### src/rtl/dcache_axi_refill.sv
// ---------------------------------------------------------------------------
// dcache_axi_refill
//   Line-refill / write-back engine between the data cache miss logic and an
//   AXI4 master port. On a miss it optionally writes the dirty victim line
//   out (AW, 8 W beats, B), then reads the missing line in (AR, 8 R beats),
//   streams each beat into the cache data RAM, and pulses o_reload once so
//   the cache installs the tag and releases its stall.
//
// Ports
//   i_clk, i_rst             : clock, synchronous active-high reset
//   i_rd_req / i_rd_addr     : miss pending, line-aligned refill address
//   i_wr_req / i_wr_addr     : victim needs write-back, victim line address
//   o_reload                 : one-cycle tag-commit pulse
//   o_vic_idx / i_vic_rdata  : victim data RAM read (combinational RAM)
//   o_ref_we/_idx/_wdata     : refill write port to the cache data RAM
//   AR/R, AW/W/B             : AXI4 master channels (fixed 8x32-bit INCR)
//   o_bus_err                : sticky, set by any non-OKAY RRESP/BRESP
//
// Configuration
//   DCACHE_WB_OVERLAP_EN : when defined, the refill AR is issued right after
//   the last write-back W beat and the B response is collected in the
//   background (b_pending); DONE waits until that response has arrived.
// ---------------------------------------------------------------------------
module dcache_axi_refill #(
  parameter logic [3:0] AXI_ID     = 4'd1,
  parameter int         LINE_BEATS = 8
) (
  input  logic        i_clk,
  input  logic        i_rst,
  input  logic        i_rd_req,
  input  logic [31:0] i_rd_addr,
  input  logic        i_wr_req,
  input  logic [31:0] i_wr_addr,
  output logic        o_reload,
  output logic [2:0]  o_vic_idx,
  input  logic [31:0] i_vic_rdata,
  output logic        o_ref_we,
  output logic [2:0]  o_ref_idx,
  output logic [31:0] o_ref_wdata,
  output logic [3:0]  o_arid,
  output logic [31:0] o_araddr,
  output logic [7:0]  o_arlen,
  output logic [2:0]  o_arsize,
  output logic [1:0]  o_arburst,
  output logic        o_arvalid,
  input  logic        i_arready,
  input  logic [31:0] i_rdata,
  input  logic [1:0]  i_rresp,
  input  logic        i_rlast,
  input  logic        i_rvalid,
  output logic        o_rready,
  output logic [3:0]  o_awid,
  output logic [31:0] o_awaddr,
  output logic [7:0]  o_awlen,
  output logic [2:0]  o_awsize,
  output logic [1:0]  o_awburst,
  output logic        o_awvalid,
  input  logic        i_awready,
  output logic [31:0] o_wdata,
  output logic [3:0]  o_wstrb,
  output logic        o_wlast,
  output logic        o_wvalid,
  input  logic        i_wready,
  input  logic [1:0]  i_bresp,
  input  logic        i_bvalid,
  output logic        o_bready,
  output logic        o_bus_err
);

  localparam logic [2:0] LAST_BEAT = 3'(LINE_BEATS - 1);

  typedef enum logic [2:0] {
    S_IDLE, S_WB_AW, S_WB_W, S_WB_B, S_RD_AR, S_RD_R, S_DONE
  } state_t;

  state_t      r_state;
  logic [2:0]  r_beat;
  logic [31:0] r_araddr, r_awaddr;
  logic        r_arvalid, r_awvalid, r_wvalid, r_bready, r_rready;
  logic        r_reload, r_bus_err;
`ifdef DCACHE_WB_OVERLAP_EN
  logic        r_b_pending;
`endif

  logic w_w_hs, w_r_hs, w_b_hs, w_last_beat;
  assign w_w_hs      = r_wvalid & i_wready;
  assign w_r_hs      = r_rready & i_rvalid;
  assign w_b_hs      = r_bready & i_bvalid;
  assign w_last_beat = (r_beat == LAST_BEAT);

  // Sequencing counts refill beats, not RLAST; keep the input visibly sunk.
  logic w_unused_rlast;
  assign w_unused_rlast = i_rlast;

  // NOTE: all state below uses non-blocking (<=) assignments so every
  // register samples pre-edge values regardless of statement order.
  always_ff @(posedge i_clk) begin
    if (i_rst) begin
      r_state   <= S_IDLE;
      r_beat    <= 3'd0;
      r_araddr  <= 32'd0;
      r_awaddr  <= 32'd0;
      r_arvalid <= 1'b0;
      r_awvalid <= 1'b0;
      r_wvalid  <= 1'b0;
      r_bready  <= 1'b0;
      r_rready  <= 1'b0;
      r_reload  <= 1'b0;
      r_bus_err <= 1'b0;
`ifdef DCACHE_WB_OVERLAP_EN
      r_b_pending <= 1'b0;
`endif
    end else begin
      if ((w_r_hs && i_rresp != 2'b00) || (w_b_hs && i_bresp != 2'b00))
        r_bus_err <= 1'b1;

`ifdef DCACHE_WB_OVERLAP_EN
      // Background B collection while the refill is already running.
      if (r_b_pending && i_bvalid) begin
        r_b_pending <= 1'b0;
        r_bready    <= 1'b0;
      end
`endif

      case (r_state)
        S_IDLE: begin
          if (i_rd_req) begin
            r_araddr <= i_rd_addr;
            r_awaddr <= i_wr_addr;
            r_beat   <= 3'd0;
            if (i_wr_req) begin
              r_state   <= S_WB_AW;
              r_awvalid <= 1'b1;
            end else begin
              r_state   <= S_RD_AR;
              r_arvalid <= 1'b1;
            end
          end
        end
        S_WB_AW: begin
          if (i_awready) begin
            r_awvalid <= 1'b0;
            r_wvalid  <= 1'b1;
            r_state   <= S_WB_W;
          end
        end
        S_WB_W: begin
          if (w_w_hs) begin
            r_beat <= r_beat + 3'd1;  // wraps to 0 after the last beat
            if (w_last_beat) begin
              r_wvalid <= 1'b0;
              r_bready <= 1'b1;
`ifdef DCACHE_WB_OVERLAP_EN
              r_b_pending <= 1'b1;
              r_arvalid   <= 1'b1;
              r_state     <= S_RD_AR;
`else
              r_state     <= S_WB_B;
`endif
            end
          end
        end
        S_WB_B: begin
          if (i_bvalid) begin
            r_bready <= 1'b0;
`ifdef DCACHE_WB_OVERLAP_EN
            // Only reached after the refill finished with B still owed.
            r_reload <= 1'b1;
            r_state  <= S_DONE;
`else
            r_arvalid <= 1'b1;
            r_state   <= S_RD_AR;
`endif
          end
        end
        S_RD_AR: begin
          if (i_arready) begin
            r_arvalid <= 1'b0;
            r_rready  <= 1'b1;
            r_state   <= S_RD_R;
          end
        end
        S_RD_R: begin
          if (w_r_hs) begin
            r_beat <= r_beat + 3'd1;
            if (w_last_beat) begin
              r_rready <= 1'b0;
`ifdef DCACHE_WB_OVERLAP_EN
              if (r_b_pending && !i_bvalid) begin
                r_state <= S_WB_B;
              end else begin
                r_reload <= 1'b1;
                r_state  <= S_DONE;
              end
`else
              r_reload <= 1'b1;
              r_state  <= S_DONE;
`endif
            end
          end
        end
        S_DONE: begin
          r_reload <= 1'b0;
          r_state  <= S_IDLE;
        end
        default: r_state <= S_IDLE;
      endcase
    end
  end

  assign o_reload    = r_reload;
  assign o_vic_idx   = r_beat;
  assign o_ref_we    = r_rready & i_rvalid;
  assign o_ref_idx   = r_beat;
  assign o_ref_wdata = i_rdata;

  assign o_arid    = AXI_ID;
  assign o_araddr  = r_araddr;
  assign o_arlen   = 8'(LINE_BEATS - 1);
  assign o_arsize  = 3'b010;
  assign o_arburst = 2'b01;
  assign o_arvalid = r_arvalid;
  assign o_rready  = r_rready;

  assign o_awid    = AXI_ID;
  assign o_awaddr  = r_awaddr;
  assign o_awlen   = 8'(LINE_BEATS - 1);
  assign o_awsize  = 3'b010;
  assign o_awburst = 2'b01;
  assign o_awvalid = r_awvalid;

  assign o_wdata   = i_vic_rdata;
  assign o_wstrb   = 4'hF;
  assign o_wlast   = r_wvalid & w_last_beat;
  assign o_wvalid  = r_wvalid;
  assign o_bready  = r_bready;
  assign o_bus_err = r_bus_err;

endmodule

### config.mk
export PLATFORM = sky130hd
export DESIGN_NAME = dcache_axi_refill
export DESIGN_NICKNAME = d
export VERILOG_FILES = /design/src/rtl/dcache_axi_refill.sv
export SDC_FILE = /design/constraint.sdc
export NUM_CORES = 1
export LEC_CHECK = 0
export BUFFER_PORTS_ARGS = -buffer_cell sky130_fd_sc_hd__buf_2
export CORE_AREA = 2 2 125 127
export CTS_CLUSTER_DIAMETER = 100
export DETAILED_ROUTE_END_ITERATION = 7
export DIE_AREA = 0 0 127 129
export PLACE_DENSITY_LB_ADDON = 0.15
export SETUP_SLACK_MARGIN = 0.2
export SLEW_MARGIN = 10
export SYNTH_ARGS = -nofsm -noshare
export SYNTH_HDL_FRONTEND = slang
export SYNTH_SLANG_ARGS = --single-unit
### constraint.sdc
create_clock -name i_clk -period 2 [get_ports i_clk]
set_clock_uncertainty 0.15 [all_clocks]
set_input_delay 0.4 -clock i_clk [delete_from_list [all_inputs] [get_ports i_clk]]
set_output_delay 0.4 -clock i_clk [all_outputs]
set_load 0.01 [all_outputs]
==> Yosys cells after proc, flatten, opt, wreduce, memory -nomap -nowiden <==
Index checks and enable logic that the tools add are counted.
{ "word_totals": {"regBits": 77, "in_bits": 142, "output_inout_bits": 181, "elab_cells": 91} }
{ "op_classes": {"addsub": 1, "n_eq_ne": 17, "mux": 36, "bitwise_logic": 4, "n_reduce_logical": 22} }
{ "op_table": {"columns": ["op", "n"], "rows": [
  ["3-bit two-way mux", 12],
  ["2-bit != test (second input constant)", 10],
  ["4-bit AND reduction", 5],
  ["3-bit one-hot mux with 6 select lines", 1],
  ["1-bit two-way mux", 16],
  ["2-bit nonzero test", 7],
  ["3-bit equality test (second input constant)", 4],
  ["1-bit one-hot mux with 2 select lines", 5],
  ["3-bit one-hot mux with 3 select lines", 1],
  ["8-bit AND reduction", 1],
  ["3-bit by 2-bit equality test with 1-bit output (second input constant)", 2],
  ["3-bit nonzero test", 2],
  ["5-bit AND reduction", 1],
  ["1-bit bitwise AND", 4],
  ["3-bit by 1-bit adder with 3-bit output (second input constant)", 1],
  ["3-bit by 1-bit equality test with 1-bit output (second input constant)", 1],
  ["3-bit logical NOT", 1],
  ["1-bit one-hot mux with 3 select lines", 1],
  ["3-bit AND reduction", 1],
  ["1-bit logical AND", 2],
  ["2-bit AND reduction", 1],
  ["1-bit logical OR", 1]
]} }

==> Logic depth before layout (Yosys ltp) <==
{ "logic_depth": {"word_depth": 4, "mapped_depth": 7, "depth_no_buf": 6} }

==> Least setup slack after synthesis <==
Ideal clock, no wire load.
{ "synth_timing": {"kind": "register to register", "from": "reg r_beat[0], in the netlist o_ref_idx[0]", "to": "reg r_state[0]", "setup_time_ps": 103, "arrival_ps": 1478, "required_time_ps": 1747, "slack_ps": 269, "path_stages_with_launch": 7, "path_buffers": 0, "synth_period_minus_slack_ps": 1731, "path_cell_list": "dfxtp_1 ha_1 ha_1 nand4_1 a32oi_2 a31oi_1 a2111oi_2"} }
{ "synth_via": {"elab_chain_len": 3, "word_cells_on_any_way": 4, "classes_between": "eq/ne: 3; reduce/logical: 1"} }
{ "synth_rtl": {"columns": ["item", "line_no", "rtl"], "rows": [
  ["from (decl)", "77", "logic [2:0] r_beat;"],
  ["from (signal assigned)", "149", "r_beat <= r_beat + 3'd1;"],
  ["from (signal assigned)", "185", "r_beat <= r_beat + 3'd1;"],
  ["3-bit equality test (*)", "89", "assign w_last_beat = (r_beat == LAST_BEAT);"],
  ["2-bit != test (no source line)", null, null],
  ["8-bit AND reduction (no source line) (*)", null, null],
  ["to (signal assigned)", "99", "r_state <= S_IDLE;"],
  ["to (signal assigned)", "132", "r_state <= S_WB_AW;"],
  ["to (signal assigned)", "135", "r_state <= S_RD_AR;"],
  ["to (decl)", "76", "state_t r_state;"]
]} }
Mark *: on every way between the ends. The rest lies on a longest branch, timed or not.
A chain may end at the register's enable or synchronous reset.

==> Worst setup path after layout <==
{ "layout_timing": {"from": "reg r_beat[1], in the netlist o_ref_idx[1]", "to": "out o_wlast"} }
{ "layout_via": {"elab_chain_len": 2} }
{ "layout_rtl": {"columns": ["item", "line_no", "rtl"], "rows": [
  ["3-bit equality test", "89", null],
  ["1-bit bitwise AND", "234", "assign o_wlast = r_wvalid & w_last_beat;"],
  ["to (decl)", "61", "output logic o_wlast,"]
]} }
Every way passes these cells.

==> run_results.csv <==
group,metric,value,unit
clocking,tritoncts,"built",
timing,drv_slew,0,
clocking,cts_hold_repair.buffers,0,
synthesis,yosys_register_bits,77,
clocking,htreeDepth,3,
synthesis,syn_inst,478,
drt,ant_nets,0,
synthesis,synth_edf_count,0,
timing,totalNegativeSetupSlack,0,ns
final_layout,area_delta_synth_final,17.28,%
status,status,"completed",
timing,hold_viol,0,
timing,fin_crit,1.891,ns
drt,vias,3174,
timing,fin_crit_sh,0.9453,
clocking,clkTransAtPathRegs,0.06,ns
final_layout,finalNetCount,707,
critical_path,r2r_cells,7,
placement,hpwl,7044,um
drt,wire_per_inst,12.89,um
drt,drtIter0Drc,107,
clocking,root_buffer,"clkbuf_16",
grt,antenna_found_initial,0,
power,p_leak,2.100,nW
drt,dr.pass1.iters,4,
final_layout,final_common_cell,"buf_2",
grt,grt_start_max_net_pins,43,
grt,grt_pass1_vias,2938,
timing,timing.fmax,0.5289,GHz
timing,fin_hold_ws,0.1436,ns
worst_hold_path,hold_depth,3,
critical_path,critPathArrivalTime,1.34,ns
grt,grtUsageTotal,0.1178,
floorplanning,placementRows,45,
critical_path,critPathLaunchType,"register",
job,maxCapViolations,0,
synthesis,seq_area_frac_synth,0.4033,
synthesis,synth_ff_type,"dfxtp_1",
grt,grt_overflow,0,
timing,rsz0062_at_grt,"true",
clocking,cts_buffer_depth,2,
floorplanning,die_w,127,um
clocking,insertion_delay,0.34,ns
final_layout,antenna_cells,0,
critical_path,crit_required,1.45,ns
power,ir_drop,0.6760,mV
synthesis,async_flop_share,0,
critical_path,critPathKind,"reg2out",
synthesis,yosysWarnings,0,
final_layout,drive_gt1_frac,0.3609,
final_layout,layout_common_cells,"154 x buf_2, 132 x nand2_1, 74 x dfxtp_1",
synthesis,syn-mean-instance-area,7.997,um^2
drt,postRouteWirelength,9748,um
floorplanning,die_y,129,um
floorplanning,core_area,0.01498,mm^2
synthesis,ys_types,45,
worst_hold_path,hp-class,"in2reg",
clocking,numCtsBuffers,9,
synthesis,synth_area,0.003822,mm^2
placement,io_buffer_count,155,
power,power_density,1247,mW/mm^2
drt,vias_per_cell,4.198,
critical_path,end_kind,"primary output",
floorplanning,dieArea,0.01638,mm^2
drt,remaining_drc_errors,0,
critical_path,worst-path-max-fanout,2,
clocking,cts.sinks,77,
floorplanning,start_util,0.2552,
grt,grt_pass1_wl,14990,um
placement,place.gp.congestion,0.7402,
floorplanning,pin_count,323,
timing,setup_violations,0,
final cells by class:
class,instances,area [um^2]
clock inverter,5,36.28
multi-input combinational,303,1480
sequential,77,1545
clock buffer,11,242.7
tap,188,235.2
inverter,3,11.26
fill,1680,10490
timing repair buffer,169,932.1
power by group:
part | switching [mW] | total [mW] | leakage, nW | internal [mW]
combinational | 1.16 | 1.94 | 1.34 | 0.775
clock | 0.650 | 1.52 | 0.128 | 0.874
sequential | 0.245 | 2.13 | 0.632 | 1.88
through the flow:
stage          total power, mW  area, um^2  cells  worst slack, ns  utilization
6_report                 5.589        4483    756           0.1093       0.2993
5_1_grt                  6.063        4483    756          0.06214       0.2993
4_1_cts                  5.732        4477    756          0.08124       0.2989
3_5_place_dp             4.142        4128    736           0.2092       0.2756
3_3_place_gp             4.112        4128    736           0.2166       0.2756
2_1_floorplan            3.669        3958    514           0.2690            -
kinds of logic (layout without fill, tap and decap cells):
logic type,after synthesis,count (layout),synth area share
and+or+nand+nor,167,167,0.1885
muxes,4,4,0.01080
DFF,77,77,0.4033
AOI/OAI and AO/OA,92,92,0.1362
other,2,38,0.001965
buffers and inverters,134,188,0.2527
adders and majority gates,2,2,0.006546
sequential cells by signal (all words and copies together) (netlist names):
signal and cells:
o_reload 1, o_arvalid 1, o_awvalid 1, o_bus_err 1, r_state 3, o_ref_idx 3
o_awaddr 32, o_wvalid 1, o_bready 1, o_araddr 32, o_rready 1
worst paths after layout:
path,startpoint,to,slack [ns]
worst min-delay path,i_rd_addr[23],o_araddr[23],0.14
worst min register to register,o_awaddr[25],o_awaddr[25],0.30
worst max register to register,o_ref_idx[1],r_state[0],0.29
worst max-delay path,o_ref_idx[1],o_wlast,0.11
per-layer routing:
metal	GRT usage	routed length (um)	vias to the layer above
met5	0	0	-
met4	0.09308	480	0
met3	0.03659	855	35
met2	0.1866	4593	135
met1	0.1322	3819	1423
li1	-	-	1581
repair_timing:
item,CTS,global route
buffers inserted,4,0
pin swaps,1,3
endpoints found under the hold margin,0,0
setup endpoints to repair,3,43
resized for setup,10,3
Yosys cell counts, types with 2 or more instances:
library cell / number / area [um^2]
nand2_1: 132 / 495.5
buf_4: 107 / 803.3
dfxtp_1: 77 / 1541
a21oi_1: 72 / 360.4
clkbuf_1: 14 / 52.55
buf_6: 8 / 90.09
nand3_1: 7 / 35.03
and3_1: 4 / 25.02
nor2_1: 4 / 15.01
o211ai_1: 4 / 30.03
a31oi_1: 3 / 18.77
mux2i_1: 3 / 30.03
nand2b_1: 3 / 18.77
nor3_1: 3 / 15.01
a21oi_2: 2 / 17.52
conb_1: 2 / 7.510
ha_1: 2 / 25.02
inv_1: 2 / 7.510
nand3_2: 2 / 20.02
o21ai_1: 2 / 10.01
worst max-delay path, cell delays in order (launching register included):
cell and delay, ns:
dfxtp_2 0.33, ha_4 0.16, ha_4 0.15, buf_6 0.11, and2_4 0.14, buf_6 0.11
Note: power is estimated with default switching activity, not from simulation.
